**src/rtl/event_ctrl_pkg.sv**
```systemverilog
// event_ctrl_pkg
//   Shared definitions for the event-counter control family: run-sequencer
//   state encoding, scope output levels for the busy indicator, the length
//   of the counter arming window and default datapath widths.
//   No ports (package).
package event_ctrl_pkg;

  typedef enum logic [2:0] {
    ST_IDLE   = 3'd0,
    ST_ARM    = 3'd1,
    ST_RUN    = 3'd2,
    ST_REPORT = 3'd3,
    ST_DEAD   = 3'd4
  } run_state_t;

  localparam logic signed [15:0] HI_LVL = 16'sh7FFF;
  localparam logic signed [15:0] LO_LVL = 16'sh0000;

  localparam int ARM_CYCLES = 2;

  localparam int DEF_CNT_W = 16;
  localparam int DEF_ACC_W = 32;
  localparam int DEF_DT_W  = 16;

endpackage

```
**src/rtl/event_run_sequencer_if.sv**
```systemverilog
// event_run_sequencer_if
//   Result record handshake between the run sequencer and its consumer.
//   Signals:
//     ResultValid   record valid (sequencer -> consumer)
//     ResultReady   consumer accepts record (consumer -> sequencer)
//     BrightPeriods periods at or above the bright threshold
//     TotalCount    saturating pulse total of the run
//     Overflow      TotalCount saturated during the run
//   Modports: master = sequencer side, slave = consumer side.
interface event_run_sequencer_if
  import event_ctrl_pkg::*;
#(
  parameter int CNT_W = DEF_CNT_W,
  parameter int ACC_W = DEF_ACC_W
) ();

  logic             ResultValid;
  logic             ResultReady;
  logic [CNT_W-1:0] BrightPeriods;
  logic [ACC_W-1:0] TotalCount;
  logic             Overflow;

  modport master (
    output ResultValid,
    output BrightPeriods,
    output TotalCount,
    output Overflow,
    input  ResultReady
  );

  modport slave (
    input  ResultValid,
    input  BrightPeriods,
    input  TotalCount,
    input  Overflow,
    output ResultReady
  );

endinterface

```
**src/rtl/sat_accumulator.sv**
```systemverilog
// sat_accumulator
//   Unsigned accumulator that clamps at its all-ones value and remembers
//   (sticky) that it clamped.
//   Ports:
//     Clk, Reset   clock, synchronous active-high reset
//     clr_i        clear sum and overflow flag (takes priority over en_i)
//     en_i         add addend_i this cycle
//     addend_i     unsigned addend, CNT_W bits (CNT_W <= ACC_W)
//     sum_o        registered saturating sum
//     ovf_o        registered sticky saturation flag
module sat_accumulator
  import event_ctrl_pkg::*;
#(
  parameter int ACC_W = DEF_ACC_W,
  parameter int CNT_W = DEF_CNT_W
) (
  input  logic             Clk,
  input  logic             Reset,
  input  logic             clr_i,
  input  logic             en_i,
  input  logic [CNT_W-1:0] addend_i,
  output logic [ACC_W-1:0] sum_o,
  output logic             ovf_o
);

  logic [ACC_W-1:0] sum_q;
  logic             ovf_q;
  logic [ACC_W:0]   add_res;

  // Returns {saturated, clamped_sum}; one guard bit catches the carry out.
  function automatic logic [ACC_W:0] sat_add(input logic [ACC_W-1:0] acc,
                                             input logic [CNT_W-1:0] add);
    logic [ACC_W:0] wide;
    wide = {1'b0, acc} + {{(ACC_W + 1 - CNT_W){1'b0}}, add};
    if (wide[ACC_W]) begin
      sat_add = {1'b1, {ACC_W{1'b1}}};
    end else begin
      sat_add = wide;
    end
  endfunction

  assign add_res = sat_add(sum_q, addend_i);

  always_ff @(posedge Clk) begin
    if (Reset || clr_i) begin
      sum_q <= '0;
      ovf_q <= 1'b0;
    end else if (en_i) begin
      sum_q <= add_res[ACC_W-1:0];
      ovf_q <= ovf_q | add_res[ACC_W];
    end
  end

  assign sum_o = sum_q;
  assign ovf_o = ovf_q;

endmodule

```
**src/rtl/event_run_sequencer.sv**
```systemverilog
// event_run_sequencer
//   Runs one multi-period measurement on the pulse event counter: arms the
//   counter, collects per-period counts into run statistics, hands a result
//   record downstream, then idles or re-arms after a dead time.
//   Ports:
//     Clk, Reset      clock, synchronous active-high reset
//     Start           one-cycle run request (IDLE only)
//     Abort           cancel run from any state, highest priority
//     Continuous      re-arm after each accepted result
//     NumPeriods      periods per run (0 -> 1), latched on Start
//     MinPulseCount   bright threshold, latched on Start
//     DeadTime        counter-reset clocks between continuous runs, latched on Start
//     PeriodDone      period-end strobe from the event counter
//     PeriodCount     pulse count of the finishing period
//     CntReset        event counter reset
//     res             result record handshake (master side)
//     Busy            high outside IDLE
//     DataOutA        scope busy level (HI_LVL / LO_LVL)
module event_run_sequencer
  import event_ctrl_pkg::*;
#(
  parameter int CNT_W = DEF_CNT_W,
  parameter int ACC_W = DEF_ACC_W,
  parameter int DT_W  = DEF_DT_W
) (
  input  logic                      Clk,
  input  logic                      Reset,
  input  logic                      Start,
  input  logic                      Abort,
  input  logic                      Continuous,
  input  logic [CNT_W-1:0]          NumPeriods,
  input  logic [CNT_W-1:0]          MinPulseCount,
  input  logic [DT_W-1:0]           DeadTime,
  input  logic                      PeriodDone,
  input  logic [CNT_W-1:0]          PeriodCount,
  output logic                      CntReset,
  event_run_sequencer_if.master     res,
  output logic                      Busy,
  output logic signed [15:0]        DataOutA
);

  localparam logic [CNT_W-1:0] CNT_ONE  = CNT_W'(1);
  localparam logic [DT_W-1:0]  DT_ONE   = DT_W'(1);
  localparam logic [1:0]       ARM_LAST = 2'(ARM_CYCLES - 1);

  run_state_t       state_q, state_d;
  logic [CNT_W-1:0] num_q, num_d;
  logic [CNT_W-1:0] min_q, min_d;
  logic [DT_W-1:0]  dt_q, dt_d;
  logic [CNT_W-1:0] idx_q, idx_d;
  logic [CNT_W-1:0] bright_q, bright_d;
  logic [DT_W-1:0]  dead_q, dead_d;
  logic [1:0]       arm_q, arm_d;
  logic             acc_clr, acc_en;

  logic               valid_q;
  logic               cntrst_q;
  logic               busy_q;
  logic signed [15:0] dout_q;

  logic [ACC_W-1:0] total;
  logic             ovf;

  always_comb begin
    state_d  = state_q;
    num_d    = num_q;
    min_d    = min_q;
    dt_d     = dt_q;
    idx_d    = idx_q;
    bright_d = bright_q;
    dead_d   = dead_q;
    arm_d    = arm_q;
    acc_clr  = 1'b0;
    acc_en   = 1'b0;

    case (state_q)
      ST_IDLE: begin
        if (Start) begin
          state_d = ST_ARM;
          num_d   = (NumPeriods == '0) ? CNT_ONE : NumPeriods;
          min_d   = MinPulseCount;
          dt_d    = DeadTime;
        end
      end
      ST_ARM: begin
        if (arm_q == ARM_LAST) begin
          state_d = ST_RUN;
        end else begin
          arm_d = arm_q + 2'd1;
        end
      end
      ST_RUN: begin
        if (PeriodDone) begin
          acc_en = 1'b1;
          idx_d  = idx_q + CNT_ONE;
          if (PeriodCount >= min_q) begin
            bright_d = bright_q + CNT_ONE;
          end
          if (idx_q + CNT_ONE == num_q) begin
            state_d = ST_REPORT;
          end
        end
      end
      ST_REPORT: begin
        // ResultValid is high for every REPORT cycle, so Ready alone completes the handshake.
        if (res.ResultReady) begin
          if (!Continuous) begin
            state_d = ST_IDLE;
          end else if (dt_q == '0) begin
            state_d = ST_ARM;
          end else begin
            state_d = ST_DEAD;
            dead_d  = DT_ONE;
          end
        end
      end
      ST_DEAD: begin
        if (dead_q == dt_q) begin
          state_d = ST_ARM;
        end else begin
          dead_d = dead_q + DT_ONE;
        end
      end
      default: state_d = ST_IDLE;
    endcase

    // Abort wins over everything; result registers keep whatever they held.
    if (Abort) begin
      state_d  = ST_IDLE;
      num_d    = num_q;
      min_d    = min_q;
      dt_d     = dt_q;
      idx_d    = idx_q;
      bright_d = bright_q;
      acc_en   = 1'b0;
    end

    // Run statistics are cleared only when a fresh arming window begins.
    if (state_d == ST_ARM && state_q != ST_ARM) begin
      arm_d    = '0;
      idx_d    = '0;
      bright_d = '0;
      acc_clr  = 1'b1;
    end
  end

  always_ff @(posedge Clk) begin
    if (Reset) begin
      state_q  <= ST_IDLE;
      num_q    <= '0;
      min_q    <= '0;
      dt_q     <= '0;
      idx_q    <= '0;
      bright_q <= '0;
      dead_q   <= '0;
      arm_q    <= '0;
      valid_q  <= 1'b0;
      cntrst_q <= 1'b1;
      busy_q   <= 1'b0;
      dout_q   <= LO_LVL;
    end else begin
      state_q  <= state_d;
      num_q    <= num_d;
      min_q    <= min_d;
      dt_q     <= dt_d;
      idx_q    <= idx_d;
      bright_q <= bright_d;
      dead_q   <= dead_d;
      arm_q    <= arm_d;
      // Outputs are registered from the next state so they line up with it.
      valid_q  <= (state_d == ST_REPORT);
      cntrst_q <= (state_d != ST_RUN);
      busy_q   <= (state_d != ST_IDLE);
      dout_q   <= (state_d != ST_IDLE) ? HI_LVL : LO_LVL;
    end
  end

  sat_accumulator #(
    .ACC_W (ACC_W),
    .CNT_W (CNT_W)
  ) u_acc (
    .Clk      (Clk),
    .Reset    (Reset),
    .clr_i    (acc_clr),
    .en_i     (acc_en),
    .addend_i (PeriodCount),
    .sum_o    (total),
    .ovf_o    (ovf)
  );

  assign res.ResultValid   = valid_q;
  assign res.BrightPeriods = bright_q;
  assign res.TotalCount    = total;
  assign res.Overflow      = ovf;
  assign CntReset          = cntrst_q;
  assign Busy              = busy_q;
  assign DataOutA          = dout_q;

endmodule

```
**src/flat_wrapper.sv**
```systemverilog
// flat-port wrapper written by rule: the top's interface ports become plain ports
module event_run_sequencer_flat import event_ctrl_pkg::*;
#(
  parameter int CNT_W = DEF_CNT_W,
  parameter int ACC_W = DEF_ACC_W,
  parameter int DT_W  = DEF_DT_W
)
  (Clk, Reset, Start, Abort, Continuous, NumPeriods, MinPulseCount, DeadTime, PeriodDone, PeriodCount, CntReset, Busy, DataOutA, res_ResultValid, res_BrightPeriods, res_TotalCount, res_Overflow, res_ResultReady);
  event_run_sequencer_if #(.CNT_W(CNT_W), .ACC_W(ACC_W)) res_i ();
  input  logic Clk;
  input  logic Reset;
  input  logic Start;
  input  logic Abort;
  input  logic Continuous;
  input  logic [CNT_W-1:0] NumPeriods;
  input  logic [CNT_W-1:0] MinPulseCount;
  input  logic [DT_W-1:0] DeadTime;
  input  logic PeriodDone;
  input  logic [CNT_W-1:0] PeriodCount;
  output logic CntReset;
  output logic Busy;
  output logic signed [15:0] DataOutA;
  output wire logic [$bits(res_i.ResultValid)-1:0] res_ResultValid;
  output wire logic [$bits(res_i.BrightPeriods)-1:0] res_BrightPeriods;
  output wire logic [$bits(res_i.TotalCount)-1:0] res_TotalCount;
  output wire logic [$bits(res_i.Overflow)-1:0] res_Overflow;
  input wire logic [$bits(res_i.ResultReady)-1:0] res_ResultReady;
  assign res_ResultValid = res_i.ResultValid;
  assign res_BrightPeriods = res_i.BrightPeriods;
  assign res_TotalCount = res_i.TotalCount;
  assign res_Overflow = res_i.Overflow;
  assign res_i.ResultReady = res_ResultReady;
  event_run_sequencer #(.CNT_W(CNT_W), .ACC_W(ACC_W), .DT_W(DT_W)) u_core (.Clk(Clk), .Reset(Reset), .Start(Start), .Abort(Abort), .Continuous(Continuous), .NumPeriods(NumPeriods), .MinPulseCount(MinPulseCount), .DeadTime(DeadTime), .PeriodDone(PeriodDone), .PeriodCount(PeriodCount), .CntReset(CntReset), .res(res_i), .Busy(Busy), .DataOutA(DataOutA));
endmodule
```
**config.mk**
```make
export PLATFORM = sky130hd
export DESIGN_NAME = event_run_sequencer_flat
export DESIGN_NICKNAME = d
export VERILOG_FILES = /design/src/rtl/event_ctrl_pkg.sv /design/src/rtl/event_run_sequencer_if.sv /design/src/rtl/sat_accumulator.sv /design/src/rtl/event_run_sequencer.sv /design/src/flat_wrapper.sv
export SDC_FILE = /design/constraint.sdc
export NUM_CORES = 1
export LEC_CHECK = 0
export ABC_AREA = 1
export CAP_MARGIN = 20
export CORE_MARGIN = 2
export CORE_UTILIZATION = 40
export CTS_CLUSTER_SIZE = 28
export DETAILED_ROUTE_END_ITERATION = 12
export PLACE_DENSITY = 0.63
export SLEW_MARGIN = 5
export SYNTH_ARGS = -nofsm -noshare
export SYNTH_HDL_FRONTEND = slang
export SYNTH_SLANG_ARGS = --single-unit
```
**constraint.sdc**
```tcl
create_clock -name Clk -period 7.4 [get_ports Clk]
set_input_delay 1.48 -clock Clk [delete_from_list [all_inputs] [get_ports Clk]]
set_output_delay 1.48 -clock Clk [all_outputs]
set_load 0.005 [all_outputs]
```
# After elaboration in Yosys (flattened, before gate mapping)
# Cells that the tools add are included.
[totals]
word_cells = 73
n_memories = 0
ff_bits = 153
latchBits = 0
mem_bits_rw = 0
mem_bits_ro = 0
output_inout_bits = 68
input_bits = 71
[classes]
div_mod_pow = 0
shifts = 0
addsub = 5
bitwise = 3
mux = 22
order_cmp = 1
n_mul = 0
reduce_logical = 13
eq_ne = 15
[ops]
columns = ["cell", "count"]
rows = [
  ["16-bit two-way mux", 5],
  ["16-bit by 1-bit adder with 16-bit output (second input constant)", 3],
  ["32-bit by 16-bit adder with 33-bit output", 1],
  ["33-bit two-way mux", 1],
  ["16-bit equality test", 2],
  ["16-bit logical NOT", 2],
  ["16-bit case mux with 2 select lines", 1],
  ["3-bit two-way mux", 9],
  ["16-bit greater-or-equal comparator", 1],
  ["15-bit two-way mux", 1],
  ["3-bit case mux with 5 select lines", 1],
  ["3-bit by 2-bit equality test with 1-bit output (second input constant)", 3],
  ["2-bit inequality test (second input constant)", 4],
  ["3-bit by 1-bit equality test with 1-bit output (second input constant)", 2],
  ["3-bit AND reduction", 2],
  ["5-bit AND reduction", 1],
  ["1-bit two-way mux", 4],
  ["4-bit AND reduction", 1],
  ["3-bit equality test (second input constant)", 1],
  ["3-bit logical NOT", 1],
  ["3-bit by 1-bit inequality test with 1-bit output (second input constant)", 1],
  ["3-bit by 2-bit inequality test with 1-bit output (second input constant)", 1],
  ["3-bit nonzero test", 1],
  ["2-bit by 1-bit adder with 2-bit output (second input constant)", 1],
  ["8 further kinds", 9],
]

# Depth between registers and ports, before layout
[logic_depth]
depth_word = 10
ltp_mapped = 18
ltp_nobuf = 16

# Cells and area by module
# From an unflattened synthesis, not the netlist that was laid out.
[hier_totals]
hier_cells = 1326
hier_area_um2 = 8632.0
[by_module_without_submodules]
columns = ["module", "area_each_um2", "cells_each", "seq_area_each_um2", "n_inst"]
rows = [
  ["event_run_sequencer", 5793.1, 857, 2082.0, 1],
  ["sat_accumulator", 2839.0, 469, 660.6, 1],
]

# Worst setup path before layout
# OpenSTA, ideal clock, no wires.
[synth_path]
kind = "input to register"
startpoint = "input PeriodCount[0]"
endpoint = "register u_core.u_acc.sum_q[25] (netlist: u_core.u_acc.sum_o[25])"
arrival_time_ns = 3.393
stages = 14
setup_time_ns = 0.062
setup_slack_ns = 3.945
n_path_buf = 0
required_ns = 7.338
cell_sequence = "ha_1 > inv_1 > fa_1 > o21ai_2 > nand2_1 > nand2_1 > nand3_1 > nand2_1 > nand4_2 > nor2_2 > inv_2 > o21ai_0 > nor2_1 > nor2_2"
[synth_via]
elab_chain_len = 2
[synth_lines]
columns = ["item", "line_no", "source"]
rows = [
  ["start: declaration", "flat_wrapper.sv:19", "input logic [CNT_W-1:0] PeriodCount;"],
  ["32-bit by 16-bit adder with 33-bit output", "sat_accumulator.sv:34", "wide = {1'b0, acc} + {{(ACC_W + 1 - CNT_W){1'b0}}, add};"],
  ["33-bit two-way mux", "sat_accumulator.sv:35", "if (wide[ACC_W]) begin"],
  ["end signal: assignment", "sat_accumulator.sv:49", "sum_q <= add_res[ACC_W-1:0];"],
  ["end: declaration", "sat_accumulator.sv:26", "logic [ACC_W-1:0] sum_q;"],
]
# No other way between the ends.
# A chain may end at the register's enable or synchronous reset.

# Worst setup path in the final report
[layout_path]
startpoint = "input PeriodCount[0]"
endpoint = "register u_core.u_acc.sum_q[6] (netlist: u_core.u_acc.sum_o[6])"
# Same word-level chain as after synthesis.

==> run summary <==
• **outcome** finished clean
• **Highest Clock Rate** 0.242 GHz
• **I/O pin count** 139
• **clock tree from TritonCTS** done
• **post-DR vias/cell** 4.98
• **Starting Density** 40.4%
• **crit path kind** primary input to register
• **Iteration-0 DRC Markers** 473
• **final worst slack** 3270 ps
• **leakage power of the design** 4.07 nW
• **detailed placer's ending HPWL** 16.8 mm
• **Die Y** 149 um
• **final worst-path cycle share** 55.8%
• **biggest area contributors in the synthesized netlist** sky130_fd_sc_hd__dfxtp_1, sky130_fd_sc_hd__nand2_1, sky130_fd_sc_hd__nor2_1
• **number of antenna violations at the first check in global routing** 0
• **cell count after synthesis** 1292
• **power after layout** 0.00181 W
• **Worst Setup Start Kind** primary input
• **VDD IR max** 0.154 mV
• **largest net degree at the start of global routing** 78
• **total track usage** 20.3%
• **WL final** 22.2 mm
• **Diodes inserted** 0
• **Clk pin slew, worst setup/hold paths** 60 ps
• **post_cts resized** 0
• **power density of the placed cells** 173 nW/um^2
• **count of state elements after synthesis** 137
• **Chip Width** 149 um
• **Post-CTS Setup Repair Bufs** 0
• **final layout net count** 1507
• **vias in the first global route** 7697
• **Setup Viol. Count Final** 0
• **post-synthesis instance area** 8410 um^2
• **average cell area after synthesis** 6.51 um^2
• **Setup Total Neg Slack** 0 ps
• **worst slack on hold paths** 455 ps
• **layout overhead on the synthesized area** 24.1%
• **overflow left after global routing** 0
• **Max Slew Vio Count** 0
• **min-delay worst type** register to register
• **Worst Setup Slack post-DPL** 2890 ps
• **layout cells sized above 1** 5.89%
• **Slew Limit Headroom** 37.6%
• **max-capacitance violation count** 0
• **DRC** 0
• **clk sink count** 137
• **RSZ-0062 raised after global routing** no
• **Detail Route Antenna Nets** 0
• **later-pin clock latency in the skew report** 430 ps
• **Synth top area share** 32.6%
• **floorplan die area** 22200 um^2
• **CTS Buffer Depth** 2
• **Req. time, crit path** 7760 ps
• **min Tclk post-route** 4130 ps
• **Pre-antenna DRT Iters** 5
• **number of clock buffers inserted by TritonCTS** 17
• **worst endpoint data arrival time** 4490 ps
• **site row count** 53
• **Max H-tree Level** 4
• **proportion of synthesized chip area in sequential cells** 32.6%
• **global placement routability congestion** 0.920
• **Crit. End Element** register
• **count of input and output buffers** 137
• **actual slew at the worst max-slew pin** 934 ps
• **total number of vias** 8397
• **worst clock skew** 11.1 ps
• **largest area contributor in the netlist** sky130_fd_sc_hd__dfxtp_1
• **Post-Synthesis Net Count** 1400
• **core area** 20800 um^2
• **wire length of the first global-routing pass** 36.6 mm
• **Final Hold Fails** 0
• **routed length per placed instance** 13.2 um
• **number of hold-repair buffers added at the cts stage** 0
• **final core area utilization** 50.1%
• **synth warn** 0
• **maximum fanout along the worst path** 11
• **Cell variety after synth** 43
• **CTS root buffer** sky130_fd_sc_hd__clkbuf_16
## path summary, 6_finish.rpt
kind,start,end,slack (ps),cells past startpoint
hold reg to reg,u_core.min_q[4]$_SDFFE_PP0P_,u_core.min_q[4]$_SDFFE_PP0P_,450,2
setup reg to reg,u_core.idx_q[0]$_SDFFE_PP0P_,u_core.u_acc.sum_o[16]$_SDFFE_PP0P_,4030,13
setup / recovery,PeriodCount[0],u_core.u_acc.sum_o[6]$_SDFFE_PP0P_,3270,13
hold / removal,u_core.min_q[4]$_SDFFE_PP0P_,u_core.min_q[4]$_SDFFE_PP0P_,450,2
## sequential cells by signal, indices dropped and copies added, names as in the netlist, 3 cells and up
signal	count
u_core.u_acc.sum_o	32
u_core.res.BrightPeriods	16
u_core.dead_q	16
u_core.min_q	16
u_core.state_q	3
u_core.num_q	16
u_core.idx_q	16
u_core.dt_q	16
## metal layers
layer	part of all wire [%]	GRT usage (%)	wire length, um
met5	0	0	0
met4	2.0	6.76	436
met3	4.0	3.27	881
met2	47	33.8	10500
met1	47	26.7	10400
## cell families after synthesis
logic type | share of synthesized area, %
DFF | 32.6
adders and majority gates | 5.60
other | 0.0446
and+or+nand+nor | 33.2
xor gates and xnor gates | 4.17
buffers and inverters | 10.4
AOI/OAI and AO/OA | 13.9
## power by group
| group | leakage [nW] | switching (W) | total (W) | internal, W |
|---|---|---|---|---|
| Sequential | 1.11 | 0.0000118 | 0.000768 | 0.000757 |
| Combinational | 2.68 | 0.0000962 | 0.000179 | 0.0000829 |
| Clock | 0.281 | 0.000335 | 0.000859 | 0.000524 |
## synth_stat cells, drive strengths merged
cell	number
xnor2	9
conb	1
fa	1
dfxtp	137
o211ai	2
a21oi	116
a21o	3
a31oi	1
o22ai	1
nand4	21
nand3	77
inv	147
or2	4
nand2	300
o21ai	87
a31o	1
a221oi	1
xor2	31
o21bai	4
a211oi	5
and2	1
clkbuf	25
o311ai	1
nand3b	11
nor4	10
clkinv	2
nor3	27
buf	29
ha	36
nor2	201
## through the flow
stage | cells | instance area, um^2
after detailed placement | 1655 | 9850
after CTS | 1685 | 10400
final | 1685 | 10400
after global routing | 1685 | 10400
after global placement | 1655 | 9850
after floorplan | 1292 | 8410
## placed cells by master (no fill, tap or decap), types with 2 or more instances in the layout
| cell | netlist | layout |
|---|---|---|
| sky130_fd_sc_hd__bufinv_16 | 0 | 3 |
| sky130_fd_sc_hd__nand2_2 | 3 | 4 |
| sky130_fd_sc_hd__clkinvlp_4 | 0 | 3 |
| sky130_fd_sc_hd__a211oi_1 | 5 | 5 |
| sky130_fd_sc_hd__dfxtp_1 | 137 | 137 |
| sky130_fd_sc_hd__nor3_1 | 26 | 26 |
| sky130_fd_sc_hd__clkinv_1 | 2 | 2 |
| sky130_fd_sc_hd__ha_1 | 36 | 36 |
| sky130_fd_sc_hd__a21oi_1 | 115 | 115 |
| sky130_fd_sc_hd__nor4_1 | 10 | 10 |
| sky130_fd_sc_hd__nand3_1 | 77 | 77 |
| sky130_fd_sc_hd__nand2_1 | 297 | 296 |
| sky130_fd_sc_hd__nand3b_1 | 11 | 11 |
| sky130_fd_sc_hd__a21o_1 | 3 | 3 |
| sky130_fd_sc_hd__o21bai_1 | 3 | 3 |
| sky130_fd_sc_hd__buf_4 | 18 | 5 |
| sky130_fd_sc_hd__inv_2 | 7 | 7 |
| sky130_fd_sc_hd__xnor2_1 | 9 | 9 |
| sky130_fd_sc_hd__nand4_1 | 20 | 20 |
| sky130_fd_sc_hd__clkinv_2 | 0 | 5 |
| sky130_fd_sc_hd__xor2_1 | 31 | 31 |
| sky130_fd_sc_hd__nor2_1 | 174 | 174 |
| sky130_fd_sc_hd__or2_2 | 4 | 4 |
| sky130_fd_sc_hd__clkdlybuf4s50_1 | 0 | 137 |
| sky130_fd_sc_hd__inv_1 | 140 | 140 |
| sky130_fd_sc_hd__clkbuf_16 | 0 | 17 |
| sky130_fd_sc_hd__nor2_2 | 27 | 26 |
| sky130_fd_sc_hd__o211ai_1 | 2 | 2 |
| sky130_fd_sc_hd__o21ai_0 | 85 | 85 |
## final cells by class
type	count	area, um^2
Clock buffer	17	425
Tap cell	275	344
Multi-Input combinational cell	952	4800
Inverter	149	559
Fill cell	2154	10400
Clock inverter	13	155
Timing Repair Buffer	142	1410
Sequential cell	137	2740
## worst max-delay path, stage by stage
cell and delay (ps):
sky130_fd_sc_hd__clkdlybuf4s50_1 480, sky130_fd_sc_hd__ha_1 220, sky130_fd_sc_hd__inv_1 100, sky130_fd_sc_hd__fa_1 430, sky130_fd_sc_hd__o21ai_2 220, sky130_fd_sc_hd__nand2_1 70
sky130_fd_sc_hd__nand2_1 140, sky130_fd_sc_hd__nand3_1 90, sky130_fd_sc_hd__nand2_1 150, sky130_fd_sc_hd__nand4_1 550, sky130_fd_sc_hd__a21oi_1 340, sky130_fd_sc_hd__a21oi_1 80
sky130_fd_sc_hd__nor2_2 120
Power figures use the tool's default switching activity.
